File: config.mk
export PLATFORM = sky130hd
export DESIGN_NAME = vga_timing_gen
export DESIGN_NICKNAME = d
export VERILOG_FILES = /design/src/rtl/vga_timing_gen.sv
export SDC_FILE = /design/constraint.sdc
export NUM_CORES = 1
export LEC_CHECK = 0
export CORE_MARGIN = 2
export CORE_UTILIZATION = 45
export DETAILED_ROUTE_END_ITERATION = 8
export PLACE_DENSITY = 0.77
export SLEW_MARGIN = 20
export SYNTH_ARGS = -nofsm -noshare
export SYNTH_HDL_FRONTEND = slang
export SYNTH_SLANG_ARGS = --single-unit
File: constraint.sdc
create_clock -name vga_clk -period 1.6 [get_ports vga_clk]
set_input_delay 0.4 -clock vga_clk [delete_from_list [all_inputs] [get_ports vga_clk]]
set_output_delay 0.4 -clock vga_clk [all_outputs]
set_load 0.01 [all_outputs]
File: src/rtl/vga_timing_gen.sv
// vga_timing_gen
//   Raster timing generator for 640x480@60 Hz VGA (800x525 total) on the pixel clock.
//   A free-running h/v counter pair is decoded into the scan interface. Every output
//   is registered, so each one lags the counter value it was decoded from by one clock.
//   Delayed copies of hs/vs/blank absorb the downstream mapper latency.
//
//   Optional feature: define VGA_TIMING_FRAME_COUNT_EN to build the 16-bit frame
//   counter. When the macro is undefined, frame_count is tied to zero.
//
// Ports
//   vga_clk      in   pixel clock
//   reset_n      in   asynchronous active-low reset
//   DrawX        out  current pixel column (counts through blanking)
//   DrawY        out  current pixel row (counts through blanking)
//   blank        out  1 = visible region
//   hs, vs       out  active-low syncs
//   blank_dly    out  blank delayed by PIPE_DELAY clocks
//   hs_dly       out  hs delayed by PIPE_DELAY clocks
//   vs_dly       out  vs delayed by PIPE_DELAY clocks
//   line_start   out  one-clock pulse at DrawX == 0
//   frame_start  out  one-clock pulse at DrawX == 0, DrawY == 0
//   frame_count  out  frames started since reset (wraps at 16 bits)
module vga_timing_gen #(
  parameter int unsigned H_VISIBLE  = 640,
  parameter int unsigned H_FP       = 16,
  parameter int unsigned H_SYNC     = 96,
  parameter int unsigned H_BP       = 48,
  parameter int unsigned V_VISIBLE  = 480,
  parameter int unsigned V_FP       = 10,
  parameter int unsigned V_SYNC     = 2,
  parameter int unsigned V_BP       = 33,
  parameter int unsigned PIPE_DELAY = 2
) (
  input  logic        vga_clk,
  input  logic        reset_n,
  output logic [9:0]  DrawX,
  output logic [9:0]  DrawY,
  output logic        blank,
  output logic        hs,
  output logic        vs,
  output logic        blank_dly,
  output logic        hs_dly,
  output logic        vs_dly,
  output logic        line_start,
  output logic        frame_start,
  output logic [15:0] frame_count
);

  localparam int unsigned HTotal = H_VISIBLE + H_FP + H_SYNC + H_BP;
  localparam int unsigned VTotal = V_VISIBLE + V_FP + V_SYNC + V_BP;

  localparam logic [9:0] HLast      = 10'(HTotal - 1);
  localparam logic [9:0] VLast      = 10'(VTotal - 1);
  localparam logic [9:0] HVis       = 10'(H_VISIBLE);
  localparam logic [9:0] VVis       = 10'(V_VISIBLE);
  localparam logic [9:0] HSyncStart = 10'(H_VISIBLE + H_FP);
  localparam logic [9:0] HSyncEnd   = 10'(H_VISIBLE + H_FP + H_SYNC);
  localparam logic [9:0] VSyncStart = 10'(V_VISIBLE + V_FP);
  localparam logic [9:0] VSyncEnd   = 10'(V_VISIBLE + V_FP + V_SYNC);

  logic [9:0] r_h_cnt, r_v_cnt;
  logic [9:0] w_h_next, w_v_next;
  logic       w_blank, w_hs, w_vs, w_line_start, w_frame_start;

  logic [9:0] r_draw_x, r_draw_y;
  logic       r_blank, r_hs, r_vs, r_line_start, r_frame_start;

  // Counter advance: v only moves on the h wrap, both wrap together at frame end.
  always_comb begin
    w_h_next = r_h_cnt + 10'd1;
    w_v_next = r_v_cnt;
    if (r_h_cnt == HLast) begin
      w_h_next = '0;
      if (r_v_cnt == VLast) begin
        w_v_next = '0;
      end else begin
        w_v_next = r_v_cnt + 10'd1;
      end
    end
  end

  // Decode of the current count; registered below to give exactly one clock of latency.
  always_comb begin
    w_blank       = (r_h_cnt < HVis) && (r_v_cnt < VVis);
    w_hs          = !((r_h_cnt >= HSyncStart) && (r_h_cnt < HSyncEnd));
    w_vs          = !((r_v_cnt >= VSyncStart) && (r_v_cnt < VSyncEnd));
    w_line_start  = (r_h_cnt == '0);
    w_frame_start = (r_h_cnt == '0) && (r_v_cnt == '0);
  end

  always_ff @(posedge vga_clk or negedge reset_n) begin
    if (!reset_n) begin
      r_h_cnt       <= '0;
      r_v_cnt       <= '0;
      r_draw_x      <= '0;
      r_draw_y      <= '0;
      r_blank       <= 1'b0;
      r_hs          <= 1'b1;
      r_vs          <= 1'b1;
      r_line_start  <= 1'b0;
      r_frame_start <= 1'b0;
    end else begin
      r_h_cnt       <= w_h_next;
      r_v_cnt       <= w_v_next;
      r_draw_x      <= r_h_cnt;
      r_draw_y      <= r_v_cnt;
      r_blank       <= w_blank;
      r_hs          <= w_hs;
      r_vs          <= w_vs;
      r_line_start  <= w_line_start;
      r_frame_start <= w_frame_start;
    end
  end

  assign DrawX       = r_draw_x;
  assign DrawY       = r_draw_y;
  assign blank       = r_blank;
  assign hs          = r_hs;
  assign vs          = r_vs;
  assign line_start  = r_line_start;
  assign frame_start = r_frame_start;

  // Delay lines for the monitor-side copies.
  generate
    if (PIPE_DELAY == 0) begin : g_no_dly
      assign blank_dly = r_blank;
      assign hs_dly    = r_hs;
      assign vs_dly    = r_vs;
    end else begin : g_dly
      logic [PIPE_DELAY-1:0] r_blank_pipe, r_hs_pipe, r_vs_pipe;
      // Chain bit 0 is the undelayed output; stage k holds it delayed by k+1 clocks.
      logic [PIPE_DELAY:0]   w_blank_chain, w_hs_chain, w_vs_chain;

      assign w_blank_chain = {r_blank_pipe, r_blank};
      assign w_hs_chain    = {r_hs_pipe, r_hs};
      assign w_vs_chain    = {r_vs_pipe, r_vs};

      always_ff @(posedge vga_clk or negedge reset_n) begin
        if (!reset_n) begin
          r_blank_pipe <= '0;
          r_hs_pipe    <= '1;
          r_vs_pipe    <= '1;
        end else begin
          r_blank_pipe <= w_blank_chain[PIPE_DELAY-1:0];
          r_hs_pipe    <= w_hs_chain[PIPE_DELAY-1:0];
          r_vs_pipe    <= w_vs_chain[PIPE_DELAY-1:0];
        end
      end

      assign blank_dly = r_blank_pipe[PIPE_DELAY-1];
      assign hs_dly    = r_hs_pipe[PIPE_DELAY-1];
      assign vs_dly    = r_vs_pipe[PIPE_DELAY-1];
    end
  endgenerate

`ifdef VGA_TIMING_FRAME_COUNT_EN
  logic [15:0] r_frame_count;

  // Counts on the same edge that registers frame_start, so the two appear together.
  always_ff @(posedge vga_clk or negedge reset_n) begin
    if (!reset_n) begin
      r_frame_count <= '0;
    end else if (w_frame_start) begin
      r_frame_count <= r_frame_count + 16'd1;
    end
  end

  assign frame_count = r_frame_count;
`else
  assign frame_count = '0;
`endif

endmodule

==> run_summary.xml, run 1 <==
<?xml version="1.0" encoding="UTF-8"?>
<metrics>
  <group name="placement">
    <metric name="numPortBuffers" unit="">29</metric>
    <metric name="dp.final_hpwl" unit="um">2310</metric>
    <metric name="post_place_worst_slack" unit="ps">28.1</metric>
    <metric name="routabilityCongestion" unit="">0.811</metric>
  </group>
  <group name="synth">
    <metric name="post_synth_inst_count" unit="">165</metric>
    <metric name="synth.lib_cells_used.distinct" unit="">40</metric>
    <metric name="post-synth-top-count-cell" unit="">sky130_fd_sc_hd__dfrtp_1</metric>
    <metric name="synth.area.top_cells" unit="">sky130_fd_sc_hd__dfrtp_1 (54%), sky130_fd_sc_hd__dfstp_2 (7.6%), sky130_fd_sc_hd__buf_4 (6.5%), sky130_fd_sc_hd__xnor2_1 (2.5%), sky130_fd_sc_hd__ha_1 (2.4%)</metric>
    <metric name="syn-cell-area" unit="um^2">2070</metric>
    <metric name="seq_area_frac_synth" unit="">0.620</metric>
    <metric name="async_reset_ff_frac" unit="">1.00</metric>
    <metric name="ys_ff_latch" unit="">51</metric>
    <metric name="yosysTopAreaCell" unit="">sky130_fd_sc_hd__dfrtp_1</metric>
    <metric name="ys_dominant_reg_cell" unit="">sky130_fd_sc_hd__dfrtp_1</metric>
    <metric name="postSynthAreaPerCell" unit="um^2">12.5</metric>
    <metric name="netlist_top_cells_count" unit="">sky130_fd_sc_hd__dfrtp_1 (45), sky130_fd_sc_hd__buf_4 (18), sky130_fd_sc_hd__inv_1 (9), sky130_fd_sc_hd__nand3_1 (8)</metric>
    <metric name="yosys.area.top_type_share" unit="">0.544</metric>
    <metric name="number_of_enable_flip_flop_cells_after_synthesis" unit="">0</metric>
    <metric name="synth-warning-count" unit="">0</metric>
  </group>
  <group name="power">
    <metric name="total_leakage_power" unit="uW">0.00142</metric>
    <metric name="worst_ir_drop_vdd" unit="mV">0.435</metric>
    <metric name="power_frac_comb" unit="">0.021</metric>
    <metric name="netSwitchingPower" unit="uW">441</metric>
    <metric name="clock_power_share" unit="">0.404</metric>
    <metric name="power_density" unit="nW/um^2">866</metric>
    <metric name="internal_power" unit="uW">1800</metric>
    <metric name="part_of_the_total_power_dissipated_in_sequential_elements" unit="">0.575</metric>
    <metric name="power_switching_share" unit="">0.197</metric>
    <metric name="total_power" unit="uW">2240</metric>
  </group>
  <group name="worst_setup_path">
    <metric name="worst_ep_arrival_time" unit="ps">1150</metric>
    <metric name="cp.buffers_inverters" unit="">1</metric>
    <metric name="slowest_stage" unit="">sky130_fd_sc_hd__clkdlybuf4s50_1</metric>
    <metric name="start_kind" unit="">register</metric>
    <metric name="worstSetupEndpointType" unit="">primary output</metric>
    <metric name="cpPeakStageDelay" unit="ps">520</metric>
    <metric name="worst-path-max-fanout" unit="">1</metric>
    <metric name="critical_path_required" unit="ps">1200</metric>
    <metric name="worst_path_dominant_cell_family" unit="">buffers and inverters</metric>
    <metric name="critical_path.cell_chain" unit="">clkdlybuf4s50_1</metric>
    <metric name="setup.worst_path.class" unit="">register to primary output</metric>
  </group>
  <group name="global_routing">
    <metric name="global_route_wire_length_before_repair" unit="um">5750</metric>
    <metric name="grtUsageTotal" unit="">0.147</metric>
    <metric name="grt_start_max_net_pins" unit="">52</metric>
    <metric name="antenna_found_initial" unit="">0</metric>
    <metric name="globalRoute.totalOverflow" unit="">0</metric>
    <metric name="first_global_vias" unit="">1223</metric>
  </group>
  <group name="drt">
    <metric name="drc_markers" unit="">0</metric>
    <metric name="route.vias.total" unit="">1271</metric>
    <metric name="drt_pass1_iterations" unit="">4</metric>
    <metric name="drt_iter0_drc" unit="">88</metric>
    <metric name="totalWireLength" unit="um">3370</metric>
    <metric name="wire_per_inst" unit="um">12.9</metric>
    <metric name="viasPerCell" unit="">4.87</metric>
    <metric name="ant_nets" unit="">0</metric>
  </group>
  <group name="sta">
    <metric name="fin_worst_skew" unit="ps">10.9</metric>
    <metric name="hold_viol" unit="">0</metric>
    <metric name="rsz_0062_raised_after_global_routing" unit="">false</metric>
    <metric name="fin_ws" unit="ps">47.7</metric>
    <metric name="final_min_period_over_clock_period" unit="">0.970</metric>
    <metric name="finalWorstPathRequiredPeriod" unit="ps">1550</metric>
    <metric name="clock.fmax" unit="GHz">0.644</metric>
    <metric name="setup_total_negative_slack" unit="ps">0</metric>
    <metric name="setup_violations" unit="">0</metric>
    <metric name="fin_worst_hold_slack" unit="ps">70.4</metric>
    <metric name="maxSlewViolCount" unit="">0</metric>
  </group>
  <group name="die">
    <metric name="floorplan.die_area" unit="um^2">5160</metric>
    <metric name="floorplan.initialDensity" unit="">0.472</metric>
    <metric name="ios" unit="">46</metric>
    <metric name="design.core.area" unit="um^2">4380</metric>
    <metric name="placementRows" unit="">24</metric>
    <metric name="die-height" unit="um">71.8</metric>
    <metric name="die_width" unit="um">71.8</metric>
  </group>
  <group name="clocking">
    <metric name="clock_sinks" unit="">51</metric>
    <metric name="ctsHtreeMaxLevel" unit="">2</metric>
    <metric name="cts-buffers-inserted" unit="">5</metric>
    <metric name="clkSlewWorstSetupHoldPaths" unit="ps">90</metric>
    <metric name="root_buffer_master" unit="">sky130_fd_sc_hd__clkbuf_8</metric>
    <metric name="cts_tree" unit="">yes</metric>
    <metric name="clock_path_buffers" unit="">2</metric>
    <metric name="clock_insertion_delay_worst_skew" unit="ps">300</metric>
    <metric name="post_cts.repair.setup_buffers" unit="">0</metric>
  </group>
  <group name="run">
    <metric name="cap_violations" unit="">0</metric>
  </group>
  <group name="layout">
    <metric name="antenna_cells" unit="">0</metric>
    <metric name="layout-drive-gt1-share" unit="">0.196</metric>
    <metric name="fin_nets" unit="">214</metric>
    <metric name="area_growth" unit="%">25.0</metric>
  </group>
  <group name="run_status">
    <metric name="status" unit="">complete, no violations</metric>
  </group>
  <group name="worst_hold_path">
    <metric name="timing.hold.worst.class" unit="">primary input to asynchronous set/reset pin</metric>
  </group>
</metrics>
state kept, by name, indices dropped and copies added, names as in the netlist, 2 cells and up:
register and cells:
DrawY 10, g_dly.r_vs_pipe 2, r_h_cnt 10, DrawX 10, r_v_cnt 10, g_dly.r_hs_pipe 2
g_dly.r_blank_pipe 2
path summary, 6_finish.rpt:
kind / startpoint / end / slack, ps / depth (start not counted)
worst max-delay path: DrawX[6] / DrawX[6] / 50 / 1
worst min register to register: g_dly.r_blank_pipe[0] / g_dly.r_blank_pipe[1] / 350 / 0
max in group asynchronous: reset_n / g_dly.r_vs_pipe[1] / 1230 / 2
worst min-delay path: reset_n / DrawY[0] / 70 / 2
min in group vga_clk: g_dly.r_blank_pipe[0] / g_dly.r_blank_pipe[1] / 350 / 0
worst max register to register: r_h_cnt[0] / r_v_cnt[8] / 120 / 6
cells by family (layout without fill, tap and decap cells):
| logic type | count (synthesis) | after routing | synth area share |
|---|---|---|---|
| AOI/OAI and AO/OA | 13 | 13 | 0.0393 |
| xor gates and xnor gates | 11 | 11 | 0.0466 |
| adders and majority gates | 4 | 4 | 0.0242 |
| buffers and inverters | 30 | 59 | 0.0919 |
| DFF | 51 | 51 | 0.620 |
| muxes | 1 | 1 | 0.00484 |
| other | 1 | 16 | 0.00181 |
| and+or+nand+nor | 54 | 54 | 0.171 |
area by class of cell:
| cell class | instances | area [um^2] |
|---|---|---|
| tap | 52 | 65.1 |
| inverter | 9 | 33.8 |
| multi-input combinational | 99 | 654 |
| clock inverter | 2 | 35.0 |
| sequential | 51 | 1280 |
| timing repair buffer | 42 | 430 |
| clock buffer | 6 | 82.6 |
| fill | 352 | 1800 |
metrics by stage:
stage,util,instances,instance area [um^2]
final,0.590,261,2590
after global routing,0.590,261,2590
after CTS,0.582,261,2550
after detailed placement,0.557,253,2440
after global placement,0.557,253,2440
after floorplan,-,180,2130
per-layer routing:
| layer | share of wire | GRT usage | vias to the layer above |
|---|---|---|---|
| li1 | - | - | 612 |
| met1 | 0.46 | 0.198 | 616 |
| met2 | 0.46 | 0.221 | 38 |
| met3 | 0.056 | 0.0422 | 5 |
| met4 | 0.023 | 0.0692 | 0 |
| met5 | 0 | 0 | - |
cells in the final DEF (no fill, tap or decap), types with 2 or more instances in the layout:
cell                               n
sky130_fd_sc_hd__buf_12            2
sky130_fd_sc_hd__clkbuf_8          6
sky130_fd_sc_hd__nor4_1            2
sky130_fd_sc_hd__o21ai_0           5
sky130_fd_sc_hd__ha_1              3
sky130_fd_sc_hd__inv_1             9
sky130_fd_sc_hd__dfstp_2           6
sky130_fd_sc_hd__and3_2            2
sky130_fd_sc_hd__nand3_1           8
sky130_fd_sc_hd__dlymetal6s2s_1   12
sky130_fd_sc_hd__dlygate4sd2_1     6
sky130_fd_sc_hd__xnor2_1           6
sky130_fd_sc_hd__conb_1           16
sky130_fd_sc_hd__buf_4            11
sky130_fd_sc_hd__nor2_1            7
sky130_fd_sc_hd__nand4_1           3
sky130_fd_sc_hd__or4_1             2
sky130_fd_sc_hd__xor2_1            5
sky130_fd_sc_hd__and4_1            2
sky130_fd_sc_hd__clkdlybuf4s50_1  10
sky130_fd_sc_hd__nand2_1           7
sky130_fd_sc_hd__and3_1            4
sky130_fd_sc_hd__dfrtp_1          44
sky130_fd_sc_hd__nor3_1            4
sky130_fd_sc_hd__a21oi_1           4
power by group through the flow:
| stage | Sequential [uW] | Combinational (uW) | Clock, uW |
|---|---|---|---|
| 2_1_floorplan | 1310 | 45.3 | 0 |
| 4_1_cts | 1290 | 48.7 | 938 |
| 6_report | 1290 | 47.3 | 905 |
| 5_1_grt | 1290 | 54.7 | 994 |
| 3_3_place_gp | 1310 | 47.4 | 0 |
| 3_5_place_dp | 1310 | 48.5 | 0 |
timing repair:
action	in CTS	in global routing
pin swaps	0	2
hold buffers	0	0
setup endpoints to repair	6	16
resized for setup	6	14
Note: power is estimated with default switching activity, not from simulation.
==> run 2, diff against run 1 <==
--- a/config.mk
+++ b/config.mk
@@ -8,6 +8,7 @@
 export CORE_MARGIN = 2
 export CORE_UTILIZATION = 45
 export DETAILED_ROUTE_END_ITERATION = 8
+export GPL_TIMING_DRIVEN = 0
 export PLACE_DENSITY = 0.77
 export SLEW_MARGIN = 20
 export SYNTH_ARGS = -nofsm -noshare
==> constraint.sdc (replaced) <==
create_clock -name vga_clk -period 1.3 [get_ports vga_clk]
set_input_delay 0.325 -clock vga_clk [delete_from_list [all_inputs] [get_ports vga_clk]]
set_output_delay 0.325 -clock vga_clk [all_outputs]
set_load 0.01 [all_outputs]
==> run 2 against run 1 <==
Highest routed layer unchanged. Non-clock buffer count increased by 30. Cell count up 11%. Largest cell class unchanged. First-iteration DRC count grew 3.4%. Hold slack improved by 290 ps. Sequential power grew 23%. Largest power group unchanged. The flow now finishes with violations (setup timing). Sequential share of layout area fell by 4.8 points. Total power increased by 19%.
==> run_summary.xml, run 2 (synthesis results as in run 1) <==
<?xml version="1.0" encoding="UTF-8"?>
<metrics>
  <group name="sta">
    <metric name="hold_viol" unit="">0</metric>
    <metric name="clock.fmax" unit="GHz">0.662</metric>
    <metric name="fin_worst_skew" unit="ps">8.61</metric>
    <metric name="setup_violations" unit="">19</metric>
    <metric name="rsz_0062_raised_after_global_routing" unit="">true</metric>
    <metric name="final_min_period_over_clock_period" unit="">1.16</metric>
    <metric name="finalWorstPathRequiredPeriod" unit="ps">1510</metric>
    <metric name="setup_total_negative_slack" unit="ps">-2570</metric>
    <metric name="maxSlewViolCount" unit="">0</metric>
    <metric name="fin_ws" unit="ps">-211</metric>
  </group>
  <group name="layout">
    <metric name="highest_count_cells_in_the_layout_ignoring_fill_and_taps" unit="">sky130_fd_sc_hd__dfrtp_1 (38), sky130_fd_sc_hd__buf_4 (31), sky130_fd_sc_hd__conb_1 (16)</metric>
    <metric name="area_growth" unit="%">39.0</metric>
    <metric name="antenna_cells" unit="">0</metric>
    <metric name="postLayoutCoreUtil" unit="">0.656</metric>
    <metric name="layout-drive-gt1-share" unit="">0.385</metric>
    <metric name="mostFrequentLayoutCell" unit="">sky130_fd_sc_hd__dfrtp_1</metric>
    <metric name="fill_cell_instance_count_of_the_final_layout" unit="">312</metric>
    <metric name="fin_nets" unit="">244</metric>
    <metric name="final_area" unit="um^2">2880</metric>
  </group>
  <group name="drt">
    <metric name="wl_met2" unit="um">1770</metric>
    <metric name="wire_per_inst" unit="um">12.5</metric>
    <metric name="drt_iter0_drc" unit="">91</metric>
    <metric name="ant_nets" unit="">0</metric>
    <metric name="drc_markers" unit="">0</metric>
    <metric name="dr_wl_met3" unit="um">164</metric>
    <metric name="drt_pass1_iterations" unit="">4</metric>
    <metric name="viasPerCell" unit="">4.67</metric>
    <metric name="wl_met1" unit="um">1620</metric>
    <metric name="route.vias.total" unit="">1360</metric>
    <metric name="totalWireLength" unit="um">3650</metric>
    <metric name="dr.max_layer_used" unit="">met4</metric>
  </group>
  <group name="global_routing">
    <metric name="globalRoute.totalOverflow" unit="">0</metric>
    <metric name="global_route_wire_length_before_repair" unit="um">6060</metric>
    <metric name="antenna_found_initial" unit="">0</metric>
    <metric name="grtUsageTotal" unit="">0.156</metric>
    <metric name="grt_start_max_net_pins" unit="">34</metric>
    <metric name="first_global_vias" unit="">1348</metric>
  </group>
  <group name="run">
    <metric name="cap_violations" unit="">0</metric>
  </group>
  <group name="clocking">
    <metric name="clock_sinks" unit="">51</metric>
    <metric name="cts-buffers-inserted" unit="">5</metric>
    <metric name="clkSlewWorstSetupHoldPaths" unit="ps">90</metric>
    <metric name="clock_insertion_delay_worst_skew" unit="ps">310</metric>
    <metric name="clock_path_buffers" unit="">2</metric>
    <metric name="ctsHtreeMaxLevel" unit="">2</metric>
    <metric name="cts_tree" unit="">yes</metric>
    <metric name="root_buffer_master" unit="">sky130_fd_sc_hd__clkbuf_8</metric>
  </group>
  <group name="power">
    <metric name="internal_power" unit="uW">2110</metric>
    <metric name="worst_ir_drop_vdd" unit="mV">0.495</metric>
    <metric name="power_switching_share" unit="">0.207</metric>
    <metric name="clock_power_share" unit="">0.368</metric>
    <metric name="power_density" unit="nW/um^2">925</metric>
    <metric name="part_of_the_total_power_dissipated_in_sequential_elements" unit="">0.596</metric>
    <metric name="total_leakage_power" unit="uW">0.00143</metric>
    <metric name="power_frac_comb" unit="">0.036</metric>
    <metric name="netSwitchingPower" unit="uW">550</metric>
  </group>
  <group name="placement">
    <metric name="dp.final_hpwl" unit="um">2340</metric>
    <metric name="numPortBuffers" unit="">29</metric>
    <metric name="routabilityCongestion" unit="">0.756</metric>
    <metric name="dpl-instance-area" unit="um^2">2540</metric>
  </group>
  <group name="worst_hold_path">
    <metric name="worstHoldPathCells" unit="">0</metric>
    <metric name="timing.hold.worst.class" unit="">register to register</metric>
  </group>
  <group name="worst_setup_path">
    <metric name="rrSetupSlack" unit="ps">-210</metric>
    <metric name="setup.worst_path.class" unit="">register to register</metric>
    <metric name="r2r.worst_path.cells" unit="">6</metric>
    <metric name="worst-path-max-fanout" unit="">6</metric>
    <metric name="start_kind" unit="">register</metric>
    <metric name="critical_path_required" unit="ps">1500</metric>
    <metric name="worst_ep_arrival_time" unit="ps">1710</metric>
    <metric name="worstSetupEndpointType" unit="">register</metric>
  </group>
  <group name="die">
    <metric name="floorplan.initialDensity" unit="">0.472</metric>
    <metric name="floorplan.die_area" unit="um^2">5160</metric>
    <metric name="die-height" unit="um">71.8</metric>
    <metric name="ios" unit="">46</metric>
    <metric name="placementRows" unit="">24</metric>
    <metric name="design.core.area" unit="um^2">4380</metric>
    <metric name="die_width" unit="um">71.8</metric>
  </group>
  <group name="run_status">
    <metric name="violations_in_the_final_reports" unit="">setup timing</metric>
    <metric name="status" unit="">finished, violations left</metric>
  </group>
</metrics>
[run 2: cell count changes in the layout (fill, tap and decap cells not counted), sizes merged]
cell / previous run / this run
buf: 14 / 45
clkdlybuf4s15: 0 / 13
dlymetal6s2s: 12 / 0
clkdlybuf4s50: 10 / 0
dlygate4sd2: 6 / 11
clkbuf: 6 / 9
bufinv: 1 / 0
clkinv: 1 / 0
clkinvlp: 0 / 1
dlygate4sd3: 0 / 1
[run 2: area by class of cell]
| cell class | count | area (um^2) | area share |
|---|---|---|---|
| Sequential cell | 51 | 1290 | 0.449 |
| Buffer | 21 | 173 | 0.0600 |
| Tap cell | 52 | 65.1 | 0.0226 |
| Multi-Input combinational cell | 99 | 739 | 0.257 |
| Inverter | 9 | 33.8 | 0.0117 |
| Clock buffer | 7 | 96.3 | 0.0335 |
| Timing Repair Buffer | 51 | 469 | 0.163 |
| Clock inverter | 1 | 7.51 | 0.00261 |
[run 2: worst paths after layout]
path                                        from               endpoint
max                                   r_h_cnt[0]             r_v_cnt[6]
min                        g_dly.r_blank_pipe[0]  g_dly.r_blank_pipe[1]
max reg2reg                           r_h_cnt[0]             r_v_cnt[6]
min reg2reg                g_dly.r_blank_pipe[0]  g_dly.r_blank_pipe[1]
max in group asynchronous                reset_n                     vs
min in group asynchronous                reset_n               DrawX[1]
[run 2: timing repair]
item / in CTS / in global routing
gates cloned: 1 / 0
setup buffers: 11 / 8
hold buffers: 1 / 0
setup endpoints to repair: 46 / 34
pin swaps: 11 / 4
hold endpoints to repair: 15 / 0
resized for setup: 66 / 18
[run 2: power groups by stage]
stage	logic, uW	registers, uW	clock network (uW)
floorplan	55.7	1620	0
global placement	88.3	1620	0
detailed placement	95.3	1620	0
CTS	97.0	1590	1010
global route	110	1590	1070
finish	96.2	1590	978
[run 2: layer usage]
layer,global-route usage,vias to the layer above
met3,0.0323,7
met5,0,-
met2,0.244,36
met1,0.200,643
met4,0.0943,0
li1,-,674
[run 2: worst max-delay path, stage by stage (launching register included)]
cell and delay (ps):
sky130_fd_sc_hd__dfrtp_2 390, sky130_fd_sc_hd__ha_4 170, sky130_fd_sc_hd__nand4_4 120, sky130_fd_sc_hd__nor4_4 270, sky130_fd_sc_hd__buf_4 180, sky130_fd_sc_hd__nand4_1 120, sky130_fd_sc_hd__xnor2_1 150
[run 2: through the flow]
| stage | worst slack, ps | std cells | hold WS (ps) | total power (uW) |
|---|---|---|---|---|
| finish | -211 | 291 | 357 | 2660 |
| global route | -285 | 291 | 362 | 2770 |
| CTS | -192 | 283 | 359 | 2690 |
| detailed placement | -274 | 262 | 287 | 1710 |
| global placement | -1440 | 261 | 335 | 1710 |
| floorplan | -105 | 180 | 29.4 | 1670 |
==> run 3, diff against run 2 <==
--- a/config.mk
+++ b/config.mk
@@ -5,11 +5,11 @@
 export SDC_FILE = /design/constraint.sdc
 export NUM_CORES = 1
 export LEC_CHECK = 0
-export CORE_MARGIN = 2
+export CORE_MARGIN = 10
 export CORE_UTILIZATION = 45
 export DETAILED_ROUTE_END_ITERATION = 8
 export GPL_TIMING_DRIVEN = 0
-export PLACE_DENSITY = 0.77
+export PLACE_DENSITY = 0.75
 export SLEW_MARGIN = 20
 export SYNTH_ARGS = -nofsm -noshare
 export SYNTH_HDL_FRONTEND = slang
==> run 3 against run 2 <==
The run still ends with setup timing left. Global-route usage down 4.3 points. Routed wire length up 20%. Core utilization down 0.16 points. Sequential share of layout area down 0.065 points. Critical path type unchanged. Critical endpoint is now r_v_cnt[8]. Highest routed layer unchanged.
==> run_summary.xml, run 3 (synthesis results as in run 1) <==
<?xml version="1.0" encoding="UTF-8"?>
<metrics>
  <group name="layout">
    <metric name="seq_area" unit="um^2">1300</metric>
    <metric name="area_growth" unit="%">39.6</metric>
    <metric name="highest_count_cells_in_the_layout_ignoring_fill_and_taps" unit="">sky130_fd_sc_hd__dfrtp_1 (35), sky130_fd_sc_hd__buf_4 (32), sky130_fd_sc_hd__conb_1 (16), sky130_fd_sc_hd__clkdlybuf4s15_1 (16), sky130_fd_sc_hd__dfrtp_2 (10)</metric>
    <metric name="fill_cell_instance_count_of_the_final_layout" unit="">341</metric>
    <metric name="postLayoutCoreUtil" unit="">0.654</metric>
    <metric name="layout-drive-gt1-share" unit="">0.429</metric>
    <metric name="fin_nets" unit="">243</metric>
    <metric name="post_layout_nonfiller_instances" unit="">290</metric>
    <metric name="mostFrequentLayoutCell" unit="">sky130_fd_sc_hd__dfrtp_1</metric>
    <metric name="antenna_cells" unit="">0</metric>
    <metric name="multi_input_comb_area" unit="um^2">763</metric>
  </group>
  <group name="power">
    <metric name="worst_ir_drop_vdd" unit="mV">0.620</metric>
    <metric name="total_leakage_power" unit="uW">0.00142</metric>
    <metric name="power_density" unit="nW/um^2">913</metric>
  </group>
  <group name="sta">
    <metric name="finalWorstPathRequiredPeriod" unit="ps">1490</metric>
    <metric name="setup_violations" unit="">19</metric>
    <metric name="fin_worst_skew" unit="ps">6.46</metric>
    <metric name="final_min_period_over_clock_period" unit="">1.15</metric>
    <metric name="fin_ws" unit="ps">-191</metric>
    <metric name="clock.fmax" unit="GHz">0.671</metric>
    <metric name="maxSlewViolCount" unit="">0</metric>
    <metric name="rsz_0062_raised_after_global_routing" unit="">true</metric>
    <metric name="hold_viol" unit="">0</metric>
  </group>
  <group name="die">
    <metric name="ios" unit="">46</metric>
    <metric name="die_width" unit="um">87.8</metric>
    <metric name="design.core.area" unit="um^2">4410</metric>
    <metric name="floorplan.initialDensity" unit="">0.469</metric>
    <metric name="die-height" unit="um">87.8</metric>
    <metric name="placementRows" unit="">24</metric>
    <metric name="floorplan.die_area" unit="um^2">7710</metric>
  </group>
  <group name="worst_hold_path">
    <metric name="timing.hold.worst.class" unit="">register to register</metric>
    <metric name="hold_startpoint" unit="">g_dly.r_blank_pipe[0]</metric>
    <metric name="worstHoldPathCells" unit="">0</metric>
    <metric name="hold_path_end" unit="">g_dly.r_blank_pipe[1]</metric>
  </group>
  <group name="worst_setup_path">
    <metric name="rrSetupSlack" unit="ps">-190</metric>
    <metric name="r2r.worst_path.cells" unit="">6</metric>
    <metric name="start_kind" unit="">register</metric>
    <metric name="worstSetupEndpointType" unit="">register</metric>
    <metric name="setup.worst_path.class" unit="">register to register</metric>
    <metric name="cpPeakStageDelay" unit="ps">400</metric>
    <metric name="critical_path.cell_chain" unit="">ha_4 -&gt; nand4_4 -&gt; nor4_4 -&gt; buf_6 -&gt; nand4_1 -&gt; xnor2_1</metric>
    <metric name="slowest_stage" unit="">sky130_fd_sc_hd__dfrtp_2</metric>
    <metric name="critical_path_required" unit="ps">1490</metric>
    <metric name="worst-path-max-fanout" unit="">6</metric>
    <metric name="reg2reg_to" unit="">r_v_cnt[8]</metric>
    <metric name="crit-reg2reg-launch" unit="">r_h_cnt[0]</metric>
    <metric name="worst_ep_arrival_time" unit="ps">1680</metric>
  </group>
  <group name="placement">
    <metric name="dp.final_hpwl" unit="um">2880</metric>
    <metric name="numPortBuffers" unit="">29</metric>
    <metric name="routabilityCongestion" unit="">0.803</metric>
    <metric name="number_of_cells_in_the_design_after_placement" unit="">262</metric>
  </group>
  <group name="drt">
    <metric name="drt_pass1_iterations" unit="">4</metric>
    <metric name="route.vias.total" unit="">1410</metric>
    <metric name="ant_nets" unit="">0</metric>
    <metric name="wire_per_inst" unit="um">15.0</metric>
    <metric name="viasPerCell" unit="">4.86</metric>
    <metric name="totalWireLength" unit="um">4360</metric>
    <metric name="drc_markers" unit="">0</metric>
    <metric name="drt_iter0_drc" unit="">82</metric>
  </group>
  <group name="global_routing">
    <metric name="grt_start_max_net_pins" unit="">32</metric>
    <metric name="first_global_vias" unit="">1346</metric>
    <metric name="globalRoute.totalOverflow" unit="">0</metric>
    <metric name="global_route_wire_length_before_repair" unit="um">6840</metric>
    <metric name="grtUsageTotal" unit="">0.113</metric>
    <metric name="antenna_found_initial" unit="">0</metric>
  </group>
  <group name="run_status">
    <metric name="status" unit="">finished, violations left</metric>
    <metric name="violations_in_the_final_reports" unit="">setup timing</metric>
  </group>
  <group name="clocking">
    <metric name="clock_insertion_delay_worst_skew" unit="ps">300</metric>
    <metric name="cts_tree" unit="">yes</metric>
    <metric name="ctsHtreeMaxLevel" unit="">2</metric>
    <metric name="clock_path_buffers" unit="">2</metric>
    <metric name="clkSlewWorstSetupHoldPaths" unit="ps">90</metric>
    <metric name="clock_sinks" unit="">51</metric>
    <metric name="root_buffer_master" unit="">sky130_fd_sc_hd__clkbuf_8</metric>
    <metric name="cts-buffers-inserted" unit="">5</metric>
  </group>
  <group name="run">
    <metric name="cap_violations" unit="">0</metric>
  </group>
</metrics>
## run 3: cell types whose count changed in the layout (fill, tap and decap cells not counted), moves of 3 or more
cell	previous run	this run
sky130_fd_sc_hd__buf_6	11	8
sky130_fd_sc_hd__clkdlybuf4s15_1	13	16
sky130_fd_sc_hd__dfrtp_1	38	35
sky130_fd_sc_hd__dfrtp_2	7	10
sky130_fd_sc_hd__dlygate4sd2_1	11	7
## run 3: layer usage
| layer | vias up | GRT usage | wire, um |
|---|---|---|---|
| met2 | 36 | 0.175 | 2130 |
| met1 | 695 | 0.135 | 1820 |
| met3 | 10 | 0.0399 | 273 |
| met4 | 0 | 0.0609 | 144 |
| met5 | - | 0 | 0 |
| li1 | 669 | - | - |
## run 3: critical path: cells and delay by family (launching register included)
kind	cells	cell delay (ps)
buf+inv	1	170
xor+xnor	1	150
simple gates	3	490
fa+ha+maj	1	180
flops	1	400
## run 3: stage by stage
step | hold slack [ps] | total power (uW) | setup slack (ps) | setup TNS, ps | area (um^2)
finish | 353 | 2640 | -191 | -2510 | 2890
global route | 371 | 2730 | -266 | -3460 | 2890
CTS | 357 | 2660 | -179 | -1840 | 2810
detailed placement | 309 | 1710 | -306 | -4260 | 2540
global placement | 334 | 1710 | -1470 | -75960 | 2520
floorplan | 29.4 | 1670 | -105 | -1070 | 2170
## run 3: power by group
part,total [uW],internal (uW),switching (uW)
Clock,953,435,518
Sequential,1590,1590,0
Combinational,99.0,40.1,58.9
## run 3: worst max-delay path by stage
| stage | end | slack, ps | from | cells past startpoint |
|---|---|---|---|---|
| floorplan | r_v_cnt[8] | -100 | r_h_cnt[7] | 5 |
| global placement | r_v_cnt[5] | -1470 | reset_n | 1 |
| detailed placement | r_v_cnt[2] | -310 | r_h_cnt[0] | 6 |
| CTS | r_v_cnt[8] | -180 | r_h_cnt[0] | 6 |
| global route | r_v_cnt[8] | -270 | r_h_cnt[0] | 6 |
| finish | r_v_cnt[8] | -190 | r_h_cnt[0] | 6 |
## run 3: timing repair
action                                  CTS  global route
gates resized for setup                  72            28
pin swaps                                13             4
endpoints found under the setup margin   47            37
hold buffers                              1             0
hold endpoints to repair                 18             0
gates cloned                              1             0
setup buffers                            11             9
## run 3: final cells by class
class	instances	area share
multi-input combinational	99	0.264
timing repair buffer	50	0.157
clock inverter	2	0.00563
inverter	9	0.0117
sequential	51	0.449
buffer	21	0.0615
clock buffer	6	0.0286
tap	52	0.0225
